==> src/rtl/jk_seq_ctrl_pkg.sv <==
// Shared encodings for the JK bank sequencer: opcodes, FSM states and opcode helpers.
package jk_seq_ctrl_pkg;

    localparam logic [2:0] OP_HOLD   = 3'd0;
    localparam logic [2:0] OP_CLEAR  = 3'd1;
    localparam logic [2:0] OP_LOAD   = 3'd2;
    localparam logic [2:0] OP_INVERT = 3'd3;
    localparam logic [2:0] OP_UP     = 3'd4;
    localparam logic [2:0] OP_DOWN   = 3'd5;

    typedef enum logic [1:0] {
        ST_IDLE = 2'd0,
        ST_EXEC = 2'd1,
        ST_DONE = 2'd2
    } state_e;

    // Opcodes 6 and 7 are reserved: they execute as HOLD and raise err.
    function automatic logic is_reserved(input logic [2:0] op);
        return op > OP_DOWN;
    endfunction

    function automatic logic is_count(input logic [2:0] op);
        return (op == OP_UP) || (op == OP_DOWN);
    endfunction

endpackage

==> src/rtl/jk_seq_ctrl_cell.sv <==
// Single JK flip-flop cell with asynchronous active-low clear; qnot is always ~q.
module jk_ff_cell (
    input  logic clk,
    input  logic reset,
    input  logic j,
    input  logic k,
    output logic q,
    output logic qnot
);

    logic q_q;

    always_ff @(posedge clk or negedge reset) begin
        if (!reset) begin
            q_q <= 1'b0;
        end else begin
            case ({j, k})
                2'b01:   q_q <= 1'b0;
                2'b10:   q_q <= 1'b1;
                2'b11:   q_q <= ~q_q;
                default: q_q <= q_q;
            endcase
        end
    end

    assign q    = q_q;
    assign qnot = ~q_q;

endmodule

==> src/rtl/jk_seq_ctrl.sv <==
// Command sequencer driving a bank of WIDTH JK cells (hold/clear/load/invert/count).
// Optional abort input/aborted output enabled by defining JK_SEQ_ABORT_EN.
module jk_seq_ctrl
    import jk_seq_ctrl_pkg::*;
#(
    parameter int WIDTH = 4,
    parameter int LEN_W = 4
) (
    input  logic             clk,
    input  logic             reset,
    input  logic             cmd_valid,
    output logic             cmd_ready,
    input  logic [2:0]       cmd_op,
    input  logic [WIDTH-1:0] cmd_data,
    input  logic [LEN_W-1:0] cmd_len,
`ifdef JK_SEQ_ABORT_EN
    input  logic             abort,
    output logic             aborted,
`endif
    output logic [WIDTH-1:0] q,
    output logic [WIDTH-1:0] qnot,
    output logic             busy,
    output logic             done,
    output logic             wrap,
    output logic             err
);

    state_e           state_q;
    logic [2:0]       op_q;
    logic [WIDTH-1:0] data_q;
    logic [LEN_W-1:0] cnt_q;
    logic             done_q;
    logic             wrap_q;
    logic             err_q;

    logic [WIDTH-1:0] j;
    logic [WIDTH-1:0] k;
    logic             exec;
    logic             abort_now;
    logic             last_step;
    logic             step_wrap;

    assign exec = (state_q == ST_EXEC);

`ifdef JK_SEQ_ABORT_EN
    logic aborted_q;
    assign abort_now = exec & abort;
    assign aborted   = aborted_q;
`else
    assign abort_now = 1'b0;
`endif

    assign last_step = !is_count(op_q) || (cnt_q == '0) || abort_now;
    assign step_wrap = exec && (((op_q == OP_UP) && (&q)) || ((op_q == OP_DOWN) && !(|q)));

    // Ripple toggle enables: cell i toggles when all lower cells are 1 (up) or 0 (down).
    always_comb begin
        logic up_c;
        logic dn_c;
        j    = '0;
        k    = '0;
        up_c = 1'b1;
        dn_c = 1'b1;
        for (int i = 0; i < WIDTH; i++) begin
            if (exec) begin
                case (op_q)
                    OP_CLEAR:  k[i] = 1'b1;
                    OP_LOAD:   begin j[i] = data_q[i]; k[i] = ~data_q[i]; end
                    OP_INVERT: begin j[i] = data_q[i]; k[i] = data_q[i];  end
                    OP_UP:     begin j[i] = up_c;      k[i] = up_c;       end
                    OP_DOWN:   begin j[i] = dn_c;      k[i] = dn_c;       end
                    default:   ;
                endcase
            end
            up_c = up_c & q[i];
            dn_c = dn_c & qnot[i];
        end
    end

    always_ff @(posedge clk or negedge reset) begin
        if (!reset) begin
            state_q   <= ST_IDLE;
            op_q      <= OP_HOLD;
            data_q    <= '0;
            cnt_q     <= '0;
            done_q    <= 1'b0;
            wrap_q    <= 1'b0;
            err_q     <= 1'b0;
`ifdef JK_SEQ_ABORT_EN
            aborted_q <= 1'b0;
`endif
        end else begin
            done_q    <= 1'b0;
            wrap_q    <= 1'b0;
`ifdef JK_SEQ_ABORT_EN
            aborted_q <= 1'b0;
`endif
            case (state_q)
                ST_IDLE: begin
                    if (cmd_valid) begin
                        op_q    <= cmd_op;
                        data_q  <= cmd_data;
                        cnt_q   <= cmd_len;
                        err_q   <= is_reserved(cmd_op);
                        state_q <= ST_EXEC;
                    end
                end
                ST_EXEC: begin
                    wrap_q <= step_wrap;
                    if (last_step) begin
                        state_q   <= ST_DONE;
                        done_q    <= 1'b1;
`ifdef JK_SEQ_ABORT_EN
                        aborted_q <= abort_now;
`endif
                    end else begin
                        cnt_q <= cnt_q - LEN_W'(1);
                    end
                end
                ST_DONE: state_q <= ST_IDLE;
                default: state_q <= ST_IDLE;
            endcase
        end
    end

    assign cmd_ready = (state_q == ST_IDLE);
    assign busy      = !cmd_ready;
    assign done      = done_q;
    assign wrap      = wrap_q;
    assign err       = err_q;

    for (genvar gi = 0; gi < WIDTH; gi++) begin : g_cell
        jk_ff_cell u_cell (
            .clk  (clk),
            .reset(reset),
            .j    (j[gi]),
            .k    (k[gi]),
            .q    (q[gi]),
            .qnot (qnot[gi])
        );
    end

endmodule

==> config.mk <==
export PLATFORM = sky130hd
export DESIGN_NAME = jk_seq_ctrl
export DESIGN_NICKNAME = d
export VERILOG_FILES = /design/src/rtl/jk_seq_ctrl_pkg.sv /design/src/rtl/jk_seq_ctrl_cell.sv /design/src/rtl/jk_seq_ctrl.sv
export SDC_FILE = /design/constraint.sdc
export NUM_CORES = 1
export LEC_CHECK = 0
export CORE_AREA = 2 2 51 53
export CTS_BUF_LIST = sky130_fd_sc_hd__clkbuf_8
export CTS_CLUSTER_SIZE = 40
export DETAILED_ROUTE_END_ITERATION = 8
export DIE_AREA = 0 0 53 55
export DONT_BUFFER_PORTS = 1
export PLACE_DENSITY = 0.71
export SYNTH_ARGS = -nofsm -noshare
export SYNTH_HDL_FRONTEND = slang
export SYNTH_SLANG_ARGS = --single-unit
==> constraint.sdc <==
create_clock -name clk -period 1.7 [get_ports clk]
set_clock_uncertainty 0.05 [all_clocks]
set_input_delay 0.34 -clock clk [delete_from_list [all_inputs] [get_ports clk]]
set_output_delay 0.34 -clock clk [all_outputs]
set_load 0.03 [all_outputs]
==> impl_results.md <==
* Die Outline Area at 2920 µm²
* Startpoint of the worst setup timing path: state_q[0]
* Routed vias at 986
* Tightest Hold Check Type: input port to register
* Synthesized netlist cell count at 137
* Max Root-Sink Buffers at 2
* Global-route congestion overflow total at 0
* Num CTS Buffers at 3
* Static leakage power at 0.601 nW
* DR iter-0 viols at 30
* Crit Reg-Reg Startpoint: cnt_q[0]
* Critical Path, Cell by Cell: or2_2, inv_2
* Highest net fanout along the worst path at 5
* Number of I/O port buffers at 0
* Final clock period utilization by the worst path at 97.0%
* Total wire length after detailed routing at 2.57 mm
* Reg-to-reg setup timing slack at 0.10 ns
* Transition at the pin with the smallest max-transition slack at 0.906 ns
* Sinks on Clock Net at 20
* Data arrival time of the critical path at 1.26 ns
* Die extent in y at 55 µm
* Tot GR Track Use at 20.1%
* Routed wirelength normalized by instance count at 15.4 µm
* Category of the most critical setup path: register to output port
* Terminus of the critical flop-to-flop path: cnt_q[3]
* Fin. Hold Viols at 0
* Clock period minus final worst setup slack at 1.65 ns
* Clock slew at the register clock pins of the worst setup and hold paths at 0.08 ns
* Post-route antenna net violation count at 0
* Clock tree from TritonCTS: built
* RD Place Congestion at 0.835
* Insertion delay of the later-clocked pin in the worst-skew pair at 0.26 ns
* Slowest cell on the critical path: sky130_fd_sc_hd__dfrtp_1
* Largest net degree at the start of global routing at 21
* Number of max-cap violations at 0
* TritonRoute pass-1 iters at 4
* Worst Path Required at 1.31 ns
* Number of flip-flops and latches in the synthesized netlist at 20
* Count of antenna diodes in the layout at 0
* Worst slew slack as a fraction of its limit at 39.4%
* Number of antenna violations at the first check in global routing at 0
* # nets final at 153
* Number of top-level pins at 27
* Wire length of the first global-routing pass at 4.20 mm
* Via count normalized by instance count at 5.90
* Startpoint type of the worst setup path: register
* FMAX at 0.606 GHz
* Post-synth ARST share at 100%
* Estimated wirelength of the detail-placed design at 1.82 mm
* Post-synthesis net count at 152
* Sequential area share after synthesis at 40.4%
* Ratio of cells with drive above 1 in the final layout at 18.2%
* Post-Synthesis Mean Instance Area at 9.05 µm²
* Post-synthesis instance area at 1240 µm²
* Area delta synth->final at 6.96%
* Type of destination of the critical path: output port
* Pins over their slew limit at 0
* Die Wd at 53 µm
* Initial Util at 52.4%
* Deepest level of the CTS H-tree at 1
* Number of global-route vias before repair at 948
* Warnings from Yosys at 0
* Final setup violation count at 0
* Power per unit of standard cell area at 2310 nW/µm²
* Area of the core at 2360 µm²
* Dominant synthesized flop cell: sky130_fd_sc_hd__dfrtp_1
* Pre-CTS setup slack at 0.0553 ns
* Capture point of the worst path: cmd_ready
* Clock Root Buffer: sky130_fd_sc_hd__clkbuf_8
* Cell Rows at 18
* Result of the run: finished clean
* Count of flip-flops with a built-in enable after synthesis at 0
* Worst IR drop on VDD at 0.00100 V
* Number of cells traversed by the worst register-to-register path at 7
* Setup ws final at 0.0506 ns
* Unrepaired setup endpoints after global routing: true
* Largest stage delay on the critical path at 0.42 ns
* Utilization after layout at 56.1%
* Remaining routing DRC violations at 0
* Number of distinct library cells after synthesis at 44
-- logic make-up after synthesis --
| kind of cell | share of synthesized area [%] |
|---|---|
| and+or+nand+nor | 21.4 |
| AOI/OAI and AO/OA | 24.0 |
| buffers and inverters | 11.7 |
| DFF | 40.4 |
| xor gates and xnor gates | 0.706 |
| muxes | 0.807 |
| adders and majority gates | 1.01 |
-- cell usage after synthesis (all sizes together) (4+ instances only) --
master,n,share of area [%]
nor2,8,2.4
dfrtp,20,40
o21ai,7,2.8
a21oi,5,2.0
nand2,19,5.8
nor2b,4,2.0
buf,15,8.4
inv,10,3.0
nor3,4,2.0
-- report_power, final --
part           leakage (nW)  internal, mW  switching [mW]
clock network        0.0288         0.206           0.164
logic                 0.326         0.641            1.09
registers             0.246         0.703           0.262
-- worst max-delay path, delay by kind of cell (launching register included) --
kind                   cells  cell delay [ns]
and+or+nand+nor            1             0.41
buffers and inverters      1             0.17
DFF                        1             0.42
-- cell usage in the layout (no fill, tap or decap), types with 2 or more instances in the layout --
cell type | netlist | layout
sky130_fd_sc_hd__nand2_1 | 19 | 19
sky130_fd_sc_hd__dfrtp_1 | 20 | 20
sky130_fd_sc_hd__a211oi_1 | 2 | 2
sky130_fd_sc_hd__a21o_1 | 2 | 2
sky130_fd_sc_hd__o221ai_1 | 2 | 2
sky130_fd_sc_hd__inv_1 | 10 | 9
sky130_fd_sc_hd__a31oi_1 | 2 | 2
sky130_fd_sc_hd__nand2b_1 | 3 | 3
sky130_fd_sc_hd__buf_4 | 9 | 11
sky130_fd_sc_hd__o21ai_0 | 3 | 3
sky130_fd_sc_hd__nor2b_1 | 4 | 4
sky130_fd_sc_hd__o211ai_1 | 2 | 2
sky130_fd_sc_hd__o21ai_1 | 4 | 4
sky130_fd_sc_hd__o22ai_1 | 3 | 3
sky130_fd_sc_hd__clkbuf_8 | 0 | 4
sky130_fd_sc_hd__a21oi_1 | 5 | 5
sky130_fd_sc_hd__nand3_1 | 3 | 3
sky130_fd_sc_hd__nor3_1 | 3 | 3
sky130_fd_sc_hd__o221a_1 | 2 | 2
sky130_fd_sc_hd__nor2_1 | 8 | 7
sky130_fd_sc_hd__a221o_1 | 2 | 2
-- routing by layer --
layer	share of wire [%]	track usage, %	vias to the layer above
li1	-	-	480
met1	45	28.1	467
met2	48	31.9	34
met3	5.3	2.69	5
met4	1.5	7.69	0
met5	0	0	-
-- flip-flops by register name (all words and copies together) (netlist names) --
| name | count |
|---|---|
| cnt_q | 4 |
| data_q | 4 |
| done | 1 |
| err | 1 |
| g_cell.u_cell.q | 4 |
| op_q | 3 |
| state_q | 2 |
| wrap | 1 |
-- area by class of cell --
cell class | instances | area (µm²)
Inverter | 10 | 37.5
Clock buffer | 4 | 55.1
Fill cell | 207 | 1040
Sequential cell | 20 | 500
Tap cell | 30 | 37.5
Multi-Input combinational cell | 91 | 603
Timing Repair Buffer | 12 | 92.6
-- repair_timing --
action                                  in CTS  in global routing
pin swaps                                    0                  0
hold buffers                                 1                  0
gates resized for setup                      1                  2
hold endpoints to repair                    20                  0
buffers inserted                             0                  1
endpoints found under the setup margin       1                  1
-- worst min path at each step --
stage / from / endpoint / slack, ns / cells after the start
after floorplan: reset / cnt_q[0] / -0.006 / 0
after global placement: reset / data_q[0] / -0.005 / 0
after detailed placement: reset / data_q[2] / -0.005 / 0
after CTS: cmd_data[2] / data_q[2] / 0.14 / 2
after global routing: cmd_data[3] / data_q[3] / 0.14 / 2
final: cmd_data[2] / data_q[2] / 0.13 / 2
-- metrics by stage --
step                hold slack (ns)  setup TNS, ns  total power, mW  cells  cell area, µm²
floorplan                  -0.00559              0             2.43    137            1240
global route                  0.141       -0.00981             3.29    167            1330
global placement           -0.00511              0             2.59    161            1240
detailed placement         -0.00524              0             2.64    161            1240
finish                        0.132              0             3.06    167            1330
CTS                           0.136              0             3.03    166            1310
No activity file was read; power rests on OpenSTA's default activity.
